===== src/rtl/sample_stream_pkg.sv =====
// Shared widths and FSM state encoding for the sample stream burst source.
package sample_stream_pkg;

  localparam int unsigned DefDataWidth  = 8;
  localparam int unsigned DefLenWidth   = 8;
  localparam int unsigned DefGapWidth   = 4;
  localparam int unsigned DefStallWidth = 16;

  typedef logic [1:0] state_t;

  localparam state_t StIdle = 2'd0;
  localparam state_t StSend = 2'd1;
  localparam state_t StGap  = 2'd2;
  localparam state_t StDone = 2'd3;

endpackage


===== src/rtl/sample_stream_source.sv =====
// Burst producer: incrementing-byte beats on a valid/ready stream with optional
// idle gaps and per-burst beat and stall statistics. All outputs are registered.
module sample_stream_source
  import sample_stream_pkg::*;
#(
  parameter int unsigned DATA_WIDTH  = DefDataWidth,
  parameter int unsigned LEN_WIDTH   = DefLenWidth,
  parameter int unsigned GAP_WIDTH   = DefGapWidth,
  parameter int unsigned STALL_WIDTH = DefStallWidth
) (
  input  logic                   clk,
  input  logic                   reset_n,
  input  logic                   start,
  input  logic [LEN_WIDTH-1:0]   burst_len,
  input  logic [DATA_WIDTH-1:0]  start_value,
  input  logic [GAP_WIDTH-1:0]   gap_cycles,
  input  logic                   stream_out_ready,
  output logic                   stream_out_valid,
  output logic [DATA_WIDTH-1:0]  stream_out_data,
  output logic                   stream_out_last,
  output logic                   busy,
  output logic                   done,
  output logic [LEN_WIDTH-1:0]   beats_sent,
  output logic [STALL_WIDTH-1:0] stall_cycles
);

  state_t                 state_q, state_d;
  logic [LEN_WIDTH-1:0]   len_q, len_d;
  logic [GAP_WIDTH-1:0]   gap_q, gap_d;
  logic [GAP_WIDTH-1:0]   timer_q, timer_d;
  logic                   valid_q, valid_d;
  logic [DATA_WIDTH-1:0]  data_q, data_d;
  logic                   last_q, last_d;
  logic                   busy_q, busy_d;
  logic                   done_q, done_d;
  logic [LEN_WIDTH-1:0]   beats_q, beats_d;
  logic [STALL_WIDTH-1:0] stall_q, stall_d;
  logic [LEN_WIDTH-1:0]   beats_inc;

  assign beats_inc = beats_q + 1'b1;

  always_comb begin
    state_d = state_q;
    len_d   = len_q;
    gap_d   = gap_q;
    timer_d = timer_q;
    valid_d = valid_q;
    data_d  = data_q;
    last_d  = last_q;
    busy_d  = busy_q;
    done_d  = 1'b0;
    beats_d = beats_q;
    stall_d = stall_q;
    case (state_q)
      StIdle: begin
        if (start) begin
          beats_d = '0;
          stall_d = '0;
          if (burst_len != '0) begin
            len_d   = burst_len;
            gap_d   = gap_cycles;
            data_d  = start_value;
            valid_d = 1'b1;
            busy_d  = 1'b1;
            last_d  = (burst_len == LEN_WIDTH'(1));
            state_d = StSend;
          end else begin
            done_d  = 1'b1;
            state_d = StDone;
          end
        end
      end
      StSend: begin
        if (stream_out_ready) begin
          beats_d = beats_inc;
          data_d  = data_q + 1'b1;
          if (last_q) begin
            valid_d = 1'b0;
            last_d  = 1'b0;
            busy_d  = 1'b0;
            done_d  = 1'b1;
            state_d = StDone;
          end else if (gap_q == '0) begin
            last_d = (beats_inc == len_q - 1'b1);
          end else begin
            valid_d = 1'b0;
            last_d  = 1'b0;
            timer_d = gap_q;
            state_d = StGap;
          end
        end else if (stall_q != '1) begin
          stall_d = stall_q + 1'b1;
        end
      end
      StGap: begin
        // The timer reaches 1 on the last idle cycle, so the beat reappears after exactly gap cycles.
        if (timer_q == GAP_WIDTH'(1)) begin
          valid_d = 1'b1;
          last_d  = (beats_q == len_q - 1'b1);
          state_d = StSend;
        end else begin
          timer_d = timer_q - 1'b1;
        end
      end
      StDone: begin
        state_d = StIdle;
      end
      default: begin
        state_d = StIdle;
      end
    endcase
  end

  always_ff @(posedge clk or negedge reset_n) begin
    if (!reset_n) begin
      state_q <= StIdle;
      len_q   <= '0;
      gap_q   <= '0;
      timer_q <= '0;
      valid_q <= 1'b0;
      data_q  <= '0;
      last_q  <= 1'b0;
      busy_q  <= 1'b0;
      done_q  <= 1'b0;
      beats_q <= '0;
      stall_q <= '0;
    end else begin
      state_q <= state_d;
      len_q   <= len_d;
      gap_q   <= gap_d;
      timer_q <= timer_d;
      valid_q <= valid_d;
      data_q  <= data_d;
      last_q  <= last_d;
      busy_q  <= busy_d;
      done_q  <= done_d;
      beats_q <= beats_d;
      stall_q <= stall_d;
    end
  end

  assign stream_out_valid = valid_q;
  assign stream_out_data  = data_q;
  assign stream_out_last  = last_q;
  assign busy             = busy_q;
  assign done             = done_q;
  assign beats_sent       = beats_q;
  assign stall_cycles     = stall_q;

endmodule

===== config.mk =====
export PLATFORM = sky130hd
export DESIGN_NAME = sample_stream_source
export DESIGN_NICKNAME = d
export VERILOG_FILES = /design/src/rtl/sample_stream_pkg.sv /design/src/rtl/sample_stream_source.sv
export SDC_FILE = /design/constraint.sdc
export NUM_CORES = 1
export LEC_CHECK = 0
export ABC_AREA = 1
export CAP_MARGIN = 20
export CORE_ASPECT_RATIO = 1.4
export CORE_UTILIZATION = 34
export DETAILED_ROUTE_END_ITERATION = 6
export PLACE_DENSITY_LB_ADDON = 0.2
export SYNTH_ARGS = -nofsm -noshare
export SYNTH_HDL_FRONTEND = slang
export SYNTH_SLANG_ARGS = --single-unit

===== constraint.sdc =====
create_clock -name clk -period 3.8 [get_ports clk]
set_input_delay 0.38 -clock clk [delete_from_list [all_inputs] [get_ports clk]]
set_output_delay 0.38 -clock clk [all_outputs]
set_load 0.005 [all_outputs]

==> results.txt <==
PwrDens - 631 nW/um^2
top_reg_cell synth - dfrtp_1
GPL Wtd Cong - 0.830
RSZ-0062 raised after global routing - false
CTS root buffer - clkbuf_16
ANT cells - 0
Synth cell types - 35
Antenna Nets Post-Route - 0
VDD IR max - 0.000330 V
crit start category - register
insertion delay to the later sink of the worst-skew pair - 0.30 ns
vias - 3358
gr busiest metal - met2
syn avg cell area - 7.08 sq um
GR Layer Usage met1 - 21.0%
TritonCTS Buffers - 5
Worst Path Buf+Inv - 3
Final Cycle Share - 53.4%
first-pass iteration count of the detailed router - 4
Setup CP Type - reg -> reg
Post-route DRC - 0
Worst Hold Class - in -> async
Site Rows - 43
drt via density - 4.87
Die Area - 10700 sq um
routed len/inst - 13.2 microns
CTS tree - yes
clock skew - 0.00743 ns
antenna violations before repair - 0
vias in the first global route - 3370
syn_nets - 530
total wire length - 9.11 mm
Nets - 588
Total Neg Setup Slack - 0 ns
worst-case clock buffer depth - 2
crit end category - register
P_leak - 1.96 nW
Worst Tran Pin Value - 0.841 ns
number of synthesized flops with an enable pin - 0
Post-CTS Resized - 0
outcome - complete, no violations
R2R Setup Slk - 1.77 ns
FF-to-FF End - stall_cycles[4]
filler cell count - 1027
post-synthesis sequential area ratio - 38.5%
Ports - 60
Hold Vio Cnt, Final - 0
crit-path cells - inv_1 > ha_1 > inv_2 > nor2_1 > nand4_1 > nand2_1 > nor2_4 > inv_2 > o21ai_0 > nand2_1 > nor2_1
Yosys reg bits - 54
Tmin final - 2.03 ns
Critical Path Start - state_q[1]
Yosys warnings - 0
Final setup viols - 0
fraction of registers with async set/reset - 100%
Critical Path Fanout Max - 17
CORE AREA - 9950 sq um
FF-to-FF path depth - 11
H-tree levels - 2
Fin Hold WS - 0.175 ns
Crit path max-delay family - simple AND/OR/NAND/NOR gates
commonest non-fill, non-tap cells in the layout - nand2_1, nor2_1, clkdlybuf4s50_1, inv_1, dfrtp_1
starting DRC count in detailed routing - 122
Max Slew Vio Count - 0
Post-CTS Hold Buffers - 0
worst r2r src - state_q[1]
largest net degree at the start of global routing - 35
die height - 122 microns
first-pass GRT wire length - 15.5 mm
clock sinks - 54
DP HPWL - 6.96 mm
max_slew headroom - 43.7%
initial core utilization - 35.3%
critical path required time - 4.03 ns
Worst Path Arrival - 2.26 ns
Overall Global Routing Usage - 18.5%
slowest stage delay, CP - 0.35 ns
die width - 87.9 microns
PortBufs - 59
most common cell after layout, fill and taps aside - nand2_1
f_max - 0.493 GHz
Max Cap Viol - 0
Slowest cell on crit path - dfrtp_1
synthesized instance count - 496
layout cell share with drive strength beyond 1 - 6.32%
setup bufs post-CTS - 0
grt ovf - 0
global routing usage on met2 - 34.2%
Syn-to-layout area delta - 23.8%
GR Util met3 - 3.97%
Mapped Area - 3510 sq um
clock slew at reported path FFs - 0.07 ns
==> report_power, final <==
group	internal, mW	switching (mW)	leakage (nW)	total, mW
sequential	0.745	0.177	0.685	0.922
clock	0.242	0.202	0.0640	0.444
combinational	0.528	0.847	1.21	1.38
==> per-layer routing <==
metal  up-vias  share of wire (%)  wire, microns
met5         -                  0              0
met2        65                 52           4730
li1       1729                  -              -
met4         0                1.4            125
met3         9                4.6            421
met1      1555                 42           3830
==> sequential cells by signal (all words and copies together) (netlist names) <==
name / count
stream_out_data: 8
gap_q: 4
busy: 1
done: 1
stall_cycles: 16
state_q: 2
len_q: 8
timer_q: 4
stream_out_last: 1
stream_out_valid: 1
beats_sent: 8
==> synth_stat cells (4+ instances only) <==
master,n,area share [%]
a21oi_1,14,2.0
buf_2,5,0.71
dfrtp_1,54,38
ha_1,10,3.6
inv_1,56,6.0
inv_2,8,0.86
nand2_1,137,15
nand3_1,41,5.8
nand4_1,13,2.3
nor2_1,58,6.2
nor3_1,8,1.1
o211ai_2,4,1.4
o21ai_0,30,4.3
o21ai_1,8,1.1
o22ai_1,7,1.2
o31ai_1,4,0.86
xor2_1,9,2.2
==> metrics by stage <==
step	area, sq um	power, mW	utilization, %	std cells	setup WS [ns]
2_1_floorplan	3510	1.90	-	496	2.13
3_3_place_gp	4210	2.28	42.3	682	1.60
3_5_place_dp	4210	2.31	42.3	682	1.49
4_1_cts	4350	2.78	43.7	689	1.76
5_1_grt	4350	3.01	43.7	689	1.54
6_report	4350	2.74	43.7	689	1.77
==> area by class of cell <==
cell class                 count  area, sq um  share of cell area (%)
sequential                    54         1350                    31.1
inverter                      64          240                    5.53
timing repair buffer          61          601                    13.8
clock buffer                   7          133                    3.05
multi-input combinational    368         1850                    42.6
tap                          135          169                    3.89
==> kinds of logic after synthesis <==
logic type / after synthesis / synth area share, %
AND/OR/NAND/NOR: 270 / 33.2
flip-flops: 54 / 38.5
adder cells (fa/ha/maj): 10 / 3.56
buffers and inverters: 74 / 8.73
AO/OA/AOI/OAI: 76 / 13.0
XOR/XNOR: 12 / 2.99
==> how the worst max path moves through the flow <==
| stage | cells past startpoint | endpoint | slack [ns] |
|---|---|---|---|
| after global placement | 5 | len_q[3] | 1.60 |
| after detailed placement | 6 | len_q[3] | 1.49 |
| after CTS | 11 | stall_cycles[4] | 1.76 |
| final | 11 | stall_cycles[4] | 1.77 |
| after floorplan | 12 | stream_out_data[2] | 2.13 |
| after global routing | 10 | stall_cycles[9] | 1.54 |
(Power assumes the default switching activity.)
